<file path="config.mk">
export PLATFORM = sky130hd
export DESIGN_NAME = phase_gen_flat
export DESIGN_NICKNAME = d
export VERILOG_FILES = /design/src/rtl/phase_gen_if.sv /design/src/rtl/phase_gen.sv /design/src/flat_wrapper.sv
export SDC_FILE = /design/constraint.sdc
export NUM_CORES = 1
export LEC_CHECK = 0
export CAP_MARGIN = 20
export CORE_ASPECT_RATIO = 1.2
export CORE_MARGIN = 5
export CORE_UTILIZATION = 46
export CTS_CLUSTER_SIZE = 40
export DETAILED_ROUTE_END_ITERATION = 8
export PLACE_DENSITY = 0.8
export SLEW_MARGIN = 5
export SYNTH_ARGS = -nofsm -noshare
export SYNTH_HDL_FRONTEND = slang
export SYNTH_SLANG_ARGS = --single-unit
</file>
<file path="constraint.sdc">
create_clock -name clk -period 3 [get_ports clk]
set_input_delay 0.75 -clock clk [delete_from_list [all_inputs] [get_ports clk]]
set_output_delay 0.75 -clock clk [all_outputs]
set_load 0.01 [all_outputs]
</file>
<file path="src/rtl/phase_gen_if.sv">
// Phase-generator bus: run controls, load, shift handshake and phase outputs.
//   master : coupling/update logic side (drives en, div, load, shift request)
//   slave  : phase_gen side (drives phase, full_tick, wrap_pulse, osc_out, shift_ack)
// Optional: OSC_CNT_EN adds osc_count[15:0] (oscillation counter).
interface phase_gen_if #(
  parameter int PHASE_W = 4,
  parameter int DIV_W   = 8
) ();
  logic               en;
  logic [DIV_W-1:0]   div;
  logic               load;
  logic [PHASE_W-1:0] ini_phase;
  logic               shift_req;
  logic               shift_dir;
  logic               shift_ack;
  logic [PHASE_W-1:0] phase;
  logic               full_tick;
  logic               wrap_pulse;
  logic               osc_out;
`ifdef OSC_CNT_EN
  logic [15:0]        osc_count;

  modport master (
    output en, div, load, ini_phase, shift_req, shift_dir,
    input  shift_ack, phase, full_tick, wrap_pulse, osc_out, osc_count
  );
  modport slave (
    input  en, div, load, ini_phase, shift_req, shift_dir,
    output shift_ack, phase, full_tick, wrap_pulse, osc_out, osc_count
  );
`else
  modport master (
    output en, div, load, ini_phase, shift_req, shift_dir,
    input  shift_ack, phase, full_tick, wrap_pulse, osc_out
  );
  modport slave (
    input  en, div, load, ini_phase, shift_req, shift_dir,
    output shift_ack, phase, full_tick, wrap_pulse, osc_out
  );
`endif
endinterface

</file>
<file path="src/rtl/phase_gen.sv">
// phase_gen: phase source for one ONN oscillator.
//   A prescaled free-running counter steps the phase through 2**PHASE_W values
//   per oscillation; a req/ack shift FSM nudges the phase one step forward
//   (+2 on a step) or back (+0 on a step).
// Ports:
//   clk  : system clock, rising edge
//   re   : asynchronous active-high reset
//   bus  : phase_gen_if.slave (en, div, load, ini_phase, shift_req, shift_dir
//          in; shift_ack, phase, full_tick, wrap_pulse, osc_out out)
// Optional: define OSC_CNT_EN to add bus.osc_count, a 16-bit count of wraps
//   (cleared by reset and load, wraps 0xFFFF->0).
module phase_gen #(
  parameter int PHASE_W = 4,
  parameter int DIV_W   = 8
) (
  input  logic         clk,
  input  logic         re,
  phase_gen_if.slave   bus
);

  typedef enum logic [1:0] {S_IDLE, S_PEND, S_WAIT} state_t;

  state_t             r_state;
  logic               r_dir;
  logic [DIV_W-1:0]   r_pre_cnt;
  logic [PHASE_W-1:0] r_phase;
  logic               r_full;
  logic               r_wrap;
  logic               r_ack;
  logic               r_osc;
`ifdef OSC_CNT_EN
  logic [15:0]        r_osc_cnt;
`endif

  logic               w_step;
  logic               w_apply;
  logic [1:0]         w_inc;
  logic [PHASE_W:0]   w_sum;
  logic               w_wrap;
  logic [PHASE_W-1:0] w_phase_nxt;

  // >= so that lowering div below the running count still yields a step.
  assign w_step  = bus.en && (r_pre_cnt >= bus.div);
  assign w_apply = w_step && (r_state == S_PEND);

  // Per-step increment: normal +1, advance +2, retard +0.
  always_comb begin
    w_inc = 2'd0;
    if (w_step) begin
      if (w_apply) w_inc = r_dir ? 2'd2 : 2'd0;
      else         w_inc = 2'd1;
    end
  end

  // Extra carry bit detects the wrap (including 14->0 and 15->1 on advance).
  assign w_sum       = {1'b0, r_phase} + (PHASE_W+1)'(w_inc);
  assign w_wrap      = w_sum[PHASE_W];
  assign w_phase_nxt = w_sum[PHASE_W-1:0];

  always_ff @(posedge clk or posedge re) begin
    if (re) begin
      r_state   <= S_IDLE;
      r_dir     <= 1'b0;
      r_pre_cnt <= '0;
      r_phase   <= '0;
      r_full    <= 1'b0;
      r_wrap    <= 1'b0;
      r_ack     <= 1'b0;
      r_osc     <= 1'b1;
`ifdef OSC_CNT_EN
      r_osc_cnt <= '0;
`endif
    end else if (bus.load) begin
      // Load restarts the initialisation period and drops any pending shift.
      r_state   <= S_IDLE;
      r_pre_cnt <= '0;
      r_phase   <= bus.ini_phase;
      r_full    <= 1'b0;
      r_wrap    <= 1'b0;
      r_ack     <= 1'b0;
      r_osc     <= ~bus.ini_phase[PHASE_W-1];
`ifdef OSC_CNT_EN
      r_osc_cnt <= '0;
`endif
    end else if (!bus.en) begin
      // Frozen: counter, phase and FSM hold; pulses drop.
      r_wrap <= 1'b0;
      r_ack  <= 1'b0;
    end else begin
      r_pre_cnt <= w_step ? '0 : r_pre_cnt + DIV_W'(1);
      r_phase   <= w_phase_nxt;
      r_osc     <= ~w_phase_nxt[PHASE_W-1];
      r_wrap    <= w_wrap;
      r_ack     <= w_apply;
      if (w_wrap) r_full <= 1'b1;
`ifdef OSC_CNT_EN
      if (w_wrap) r_osc_cnt <= r_osc_cnt + 16'd1;
`endif
      case (r_state)
        S_IDLE: if (bus.shift_req) begin
          r_dir   <= bus.shift_dir;
          r_state <= S_PEND;
        end
        S_PEND: if (w_step) r_state <= S_WAIT;
        // Level request: must drop before another shift is accepted.
        S_WAIT: if (!bus.shift_req) r_state <= S_IDLE;
        default: r_state <= S_IDLE;
      endcase
    end
  end

  assign bus.phase      = r_phase;
  assign bus.full_tick  = r_full;
  assign bus.wrap_pulse = r_wrap;
  assign bus.shift_ack  = r_ack;
  assign bus.osc_out    = r_osc;
`ifdef OSC_CNT_EN
  assign bus.osc_count  = r_osc_cnt;
`endif

endmodule

</file>
<file path="src/flat_wrapper.sv">
// flat-port wrapper written by rule: the top's interface ports become plain ports
module phase_gen_flat 
#(
  parameter int PHASE_W = 4,
  parameter int DIV_W   = 8
)
  (clk, re, bus_en, bus_div, bus_load, bus_ini_phase, bus_shift_req, bus_shift_dir, bus_shift_ack, bus_phase, bus_full_tick, bus_wrap_pulse, bus_osc_out);
  phase_gen_if #(.PHASE_W(PHASE_W), .DIV_W(DIV_W)) bus_i ();
  input  logic clk;
  input  logic re;
  input wire logic [$bits(bus_i.en)-1:0] bus_en;
  input wire logic [$bits(bus_i.div)-1:0] bus_div;
  input wire logic [$bits(bus_i.load)-1:0] bus_load;
  input wire logic [$bits(bus_i.ini_phase)-1:0] bus_ini_phase;
  input wire logic [$bits(bus_i.shift_req)-1:0] bus_shift_req;
  input wire logic [$bits(bus_i.shift_dir)-1:0] bus_shift_dir;
  output wire logic [$bits(bus_i.shift_ack)-1:0] bus_shift_ack;
  output wire logic [$bits(bus_i.phase)-1:0] bus_phase;
  output wire logic [$bits(bus_i.full_tick)-1:0] bus_full_tick;
  output wire logic [$bits(bus_i.wrap_pulse)-1:0] bus_wrap_pulse;
  output wire logic [$bits(bus_i.osc_out)-1:0] bus_osc_out;
  assign bus_i.en = bus_en;
  assign bus_i.div = bus_div;
  assign bus_i.load = bus_load;
  assign bus_i.ini_phase = bus_ini_phase;
  assign bus_i.shift_req = bus_shift_req;
  assign bus_i.shift_dir = bus_shift_dir;
  assign bus_shift_ack = bus_i.shift_ack;
  assign bus_phase = bus_i.phase;
  assign bus_full_tick = bus_i.full_tick;
  assign bus_wrap_pulse = bus_i.wrap_pulse;
  assign bus_osc_out = bus_i.osc_out;
  phase_gen #(.PHASE_W(PHASE_W), .DIV_W(DIV_W)) u_core (.clk(clk), .re(re), .bus(bus_i));
endmodule
</file>
**Word-level counts from Yosys, hierarchy flattened**

Cells that the tools add are included.

- Register bits: 19
- Bits of input ports: 18
- Output and inout port bits: 8
- Logic and storage cells: 50

- Add/subtract/negate cells: 2
- $lt $le $gt $ge: 1
- Eq/ne operators: 5
- Multiplexer cells: 23
- Bitwise gates (word level): 3
- Reductions and logical operators: 8

Operators with widths:

| operator | count |
|---|---|
| 2-to-1 mux 8 bit | 3 |
| 2-to-1 mux 2 bit | 8 |
| 2-to-1 mux 1 bit | 9 |
| adder 8 x 1 -> 8 bit (second input constant) | 1 |
| greater-or-equal comparator 8 bit | 1 |
| 2-to-1 mux 4 bit | 2 |
| AND reduction 4 bit | 2 |
| inequality test 3 bit (second input constant) | 2 |
| case mux 2 bit (3 select lines) | 1 |
| adder 4 x 2 -> 5 bit | 1 |
| nonzero test 2 bit | 2 |
| inequality test 3 x 2 -> 1 bit (second input constant) | 1 |
| inverter 1 bit | 3 |
| equality test 2 x 1 -> 1 bit (second input constant) | 1 |
| equality test 2 bit (second input constant) | 1 |
| logical AND 1 bit | 2 |
| logical NOT 2 bit | 1 |
| AND reduction 2 bit | 1 |

**Depth between registers and ports, before layout**

- Word-level depth: 9
- Depth in mapped cells: 13
- Depth with buffers taken out: 13

**Worst setup path before layout**

Ideal clock, no wire load.

- Path type: input port to flip-flop
- Start point: input bus_div[1]
- End point: register u_core.r_phase[1] (netlist: u_core.bus.phase[1])
- Arrival time: 3.055 ns
- Slack: -0.131 ns
- Stages on the path: 12
- Buffers on the path: 0
- Cells stage by stage: inv_1 ha_1 nor2b_1 o211a_1 o311ai_4 nand2b_2 and3_1 ha_1 inv_1 fa_1 mux2_1 o21ai_1

- Word-level cells in the longest chain between the ends: 8

RTL lines:

| what | line | text |
|---|---|---|
| from (decl) | flat_wrapper.sv:12 | `input wire logic [$bits(bus_i.div)-1:0] bus_div;` |
| greater-or-equal comparator 8 bit (*) | phase_gen.sv:43 | `assign w_step = bus.en && (r_pre_cnt >= bus.div);` |
| logical AND 1 bit (*) | phase_gen.sv:43 |  |
| logical AND 1 bit | phase_gen.sv:44 | `assign w_apply = w_step && (r_state == S_PEND);` |
| 2-to-1 mux 2 bit | phase_gen.sv:50 | `if (w_apply) w_inc = r_dir ? 2'd2 : 2'd0;` |
| 2-to-1 mux 2 bit (*) | phase_gen.sv:49 | `if (w_step) begin` |
| adder 4 x 2 -> 5 bit (*) | phase_gen.sv:56 | `assign w_sum = {1'b0, r_phase} + (PHASE_W+1)'(w_inc);` |
| 2-to-1 mux 4 bit (*) | phase_gen.sv:85 | `end else if (!bus.en) begin` |
| 2-to-1 mux 4 bit (*) | phase_gen.sv:73 | `end else if (bus.load) begin` |
| to (signal assigned) | phase_gen.sv:77 | `r_phase <= bus.ini_phase;` |
| to (signal assigned) | phase_gen.sv:91 | `r_phase <= w_phase_nxt;` |
| to (decl) | phase_gen.sv:26 | `logic [PHASE_W-1:0] r_phase;` |

Mark *: on every way between the ends. The rest lies on a longest branch, timed or not. The select of a mux whose other input is x is not followed.
A chain may end at the register's enable or synchronous reset.

**Worst setup path in the final report**

- Start point: input bus_div[0]
- End point: register u_core.r_phase[1] (netlist: u_core.bus.phase[1])

The elaborated chain is that of the path after synthesis.

==> metrics.txt <==
status finished, final reports clean; asr flop ratio synth 100%; Layout Nets 196; Yosys warning count 0; pin count of the biggest net entering global routing 20; WP data required 3250 ps; met3 usage 2.87%; DIE WIDTH 58.1 um; Syn Area/Cell 9.96 um2; H-tree depth reported by CTS 1; Syn Nets 158; Final Hold Fails 0; Post-Syn Instances 128; DRC 0; CP max FO 4; Post-synth EDFFs 0; Main synth FF type dfrtp_1; cts bufs inserted 3; routed vias/inst 5.49; Root Buffer clkbuf_4; Setup violations, final 0; Routed WL 2.99 mm; area leader, netlist dfrtp_1; maximum clock frequency 338 MHz; vias in the first global route 1133; top cells by area, synth dfrtp_1 35%, ha_1 11%, inv_1 4.1%; area grow syn2layout 36.1%; synthesized cell area 1270 um2; Hold/Removal Path Class flip-flop to flip-flop; fin crit share 98.6%; global-route wire length before repair 4.98 mm; met2 Use GR 30.6%; clk sinks 19; clock-pin slew on the worst setup and hold paths 120 ps; Yosys reg bits 19; CTS tree yes; worst slew pin tran 744 ps; GRT Total Usage 16.7%; share of cells above drive strength 1 24.8%; met1 usage 17.7%; Routability Congestion 0.836; post-synth top area share 35.3%; Starting DRT DRC Count 33; wire per inst 15.0 um; Core Area 2730 um2; global route total overflow 0; die outline height 67.7 um; Worst Skew 3.22 ps; Rows 21; crit path capture type flip-flop; gr busiest metal met2; clock tree buffer depth 2; minimum hold slack 502 ps; port bufs 25; diode count 0; Netlist cell types 40; Pre-antenna DRT Iters 6; power per cell area 318 nW/um2; P_leak 0.804 nW; vias 1093; Slew headroom 50.3%; # IOs 26; Crit Path Class input port to flip-flop; Initial Utilization 46.7%; initial antenna violation count 0; Routed Antenna Nets 0; setup TNS 0 ps; hpwl dp 2.19 mm; Max Cap Viol 0; hold buffers post-CTS 0; Final Slew Violations 0; Peak VDD IR 0.174 mV; CP Launch Type input port; register area share after synthesis 37.4%; Clk Latency, worst-skew pair 310 ps; arrival time worst endpoint 3210 ps; die area 3930 um2; post-layout min period 2960 ps
==> area by class of cell <==
class	count	area (um2)
Clock buffer	3	22.5
Sequential cell	19	477
Tap cell	34	42.5
Clock inverter	1	5.00
Inverter	15	56.3
Multi-Input combinational cell	90	787
Fill cell	230	997
Timing Repair Buffer	37	345
==> state kept, by name, summed over array words and instances, names as in the netlist <==
register and count:
u_core.bus.phase 4, u_core.r_state 2, u_core.bus.osc_out 1, u_core.bus.wrap_pulse 1
u_core.bus.full_tick 1, u_core.r_pre_cnt 8, u_core.bus.shift_ack 1, u_core.r_dir 1
==> worst max-delay path, stage by stage <==
cell             delay, ps
clkdlybuf4s50_1        460
ha_1                   140
nor2b_1                 40
o211a_1                250
o311ai_4               350
nand2b_4                90
and3_4                 160
ha_4                   150
inv_2                   40
fa_1                   400
mux2_4                 270
o21ai_2                110
==> cell families after synthesis <==
family | share of synthesized area (%)
buffers and inverters | 7.07
adder cells (fa/ha/maj) | 12.4
AO/OA/AOI/OAI | 16.1
multiplexers | 5.69
XOR/XNOR | 2.06
AND/OR/NAND/NOR | 19.3
flip-flops | 37.4
==> stage by stage <==
stage | utilization [%] | total power [W] | instance area, um2 | worst slack (ps) | cells
finish | 63.5 | 0.000552 | 1740 | 42.8 | 199
global route | 63.5 | 0.000578 | 1740 | -15.7 | 199
CTS | 62.2 | 0.000550 | 1700 | 2.61 | 197
detailed placement | 58.7 | 0.000414 | 1610 | -492 | 189
global placement | 58.7 | 0.000406 | 1610 | -444 | 189
floorplan | - | 0.000358 | 1300 | 12.7 | 128
==> synth_stat cells, types with 2 or more instances <==
cell type  instances
nor2_2             2
o311ai_2           3
nor2_1             2
mux2_1             2
a21o_1             2
ha_1              11
o21ai_1            5
a31oi_1            5
nor2b_1            5
inv_1             14
buf_4              2
and3_1             2
a32o_1             2
nand3_1            8
nand4_1            4
dfrtp_1           18
nand2_1           12
nand2b_1           2
mux2i_1            5
xnor2_1            2
==> placed cells by master, fill, tap and decap left out, types with 2 or more instances in the layout <==
| cell | instances |
|---|---|
| nor2_1 | 2 |
| a32o_1 | 2 |
| inv_1 | 10 |
| clkbuf_4 | 3 |
| nand3_1 | 8 |
| buf_4 | 12 |
| o311ai_2 | 3 |
| dlymetal6s2s_1 | 3 |
| ha_1 | 7 |
| xnor2_1 | 2 |
| a31oi_1 | 5 |
| nor2b_1 | 4 |
| nor2_2 | 2 |
| nand4_1 | 4 |
| inv_2 | 5 |
| dlygate4sd2_1 | 2 |
| a21o_1 | 2 |
| clkdlybuf4s50_1 | 19 |
| nand2_1 | 12 |
| ha_4 | 4 |
| o21ai_1 | 4 |
| and3_4 | 2 |
| mux2i_1 | 5 |
| nand2b_1 | 2 |
| dfrtp_1 | 18 |
==> report_power, final <==
group	internal [W]	switching, W
Sequential	0.000272	0.0000156
Clock	0.0000499	0.0000897
Combinational	0.0000672	0.0000572
Total	0.000389	0.000162
==> routing by layer <==
layer | up-vias | part of all wire, % | wire length [um]
met5 | - | 0 | 0
met4 | 0 | 4.1 | 123
met3 | 14 | 5.7 | 170
met2 | 39 | 52 | 1560
met1 | 507 | 38 | 1140
li1 | 533 | - | -
==> path summary, 6_finish.rpt <==
check                                                 start                               end  slack [ps]  cells after the start
hold / removal             u_core.bus.full_tick$_DFFE_PP0P_  u_core.bus.full_tick$_DFFE_PP0P_         500                      1
setup reg to reg            u_core.r_pre_cnt[1]$_DFFE_PP0N_   u_core.bus.phase[1]$_DFFE_PP0N_         250                     11
hold reg to reg            u_core.bus.full_tick$_DFFE_PP0P_  u_core.bus.full_tick$_DFFE_PP0P_         500                      1
max in group asynchronous                                re    u_core.bus.shift_ack$_DFF_PP0_        1680                      2
setup / recovery                                 bus_div[0]   u_core.bus.phase[1]$_DFFE_PP0N_          40                     12
min in group asynchronous                                re  u_core.bus.full_tick$_DFFE_PP0P_         850                      2
==> what timing repair did <==
| action | CTS | global route |
|---|---|---|
| gates resized for setup | 8 | 9 |
| pin swaps | 11 | 8 |
| setup endpoints to repair | 3 | 6 |
| setup buffers | 4 | 2 |
| hold endpoints to repair | 0 | 0 |
(Power assumes the default switching activity.)
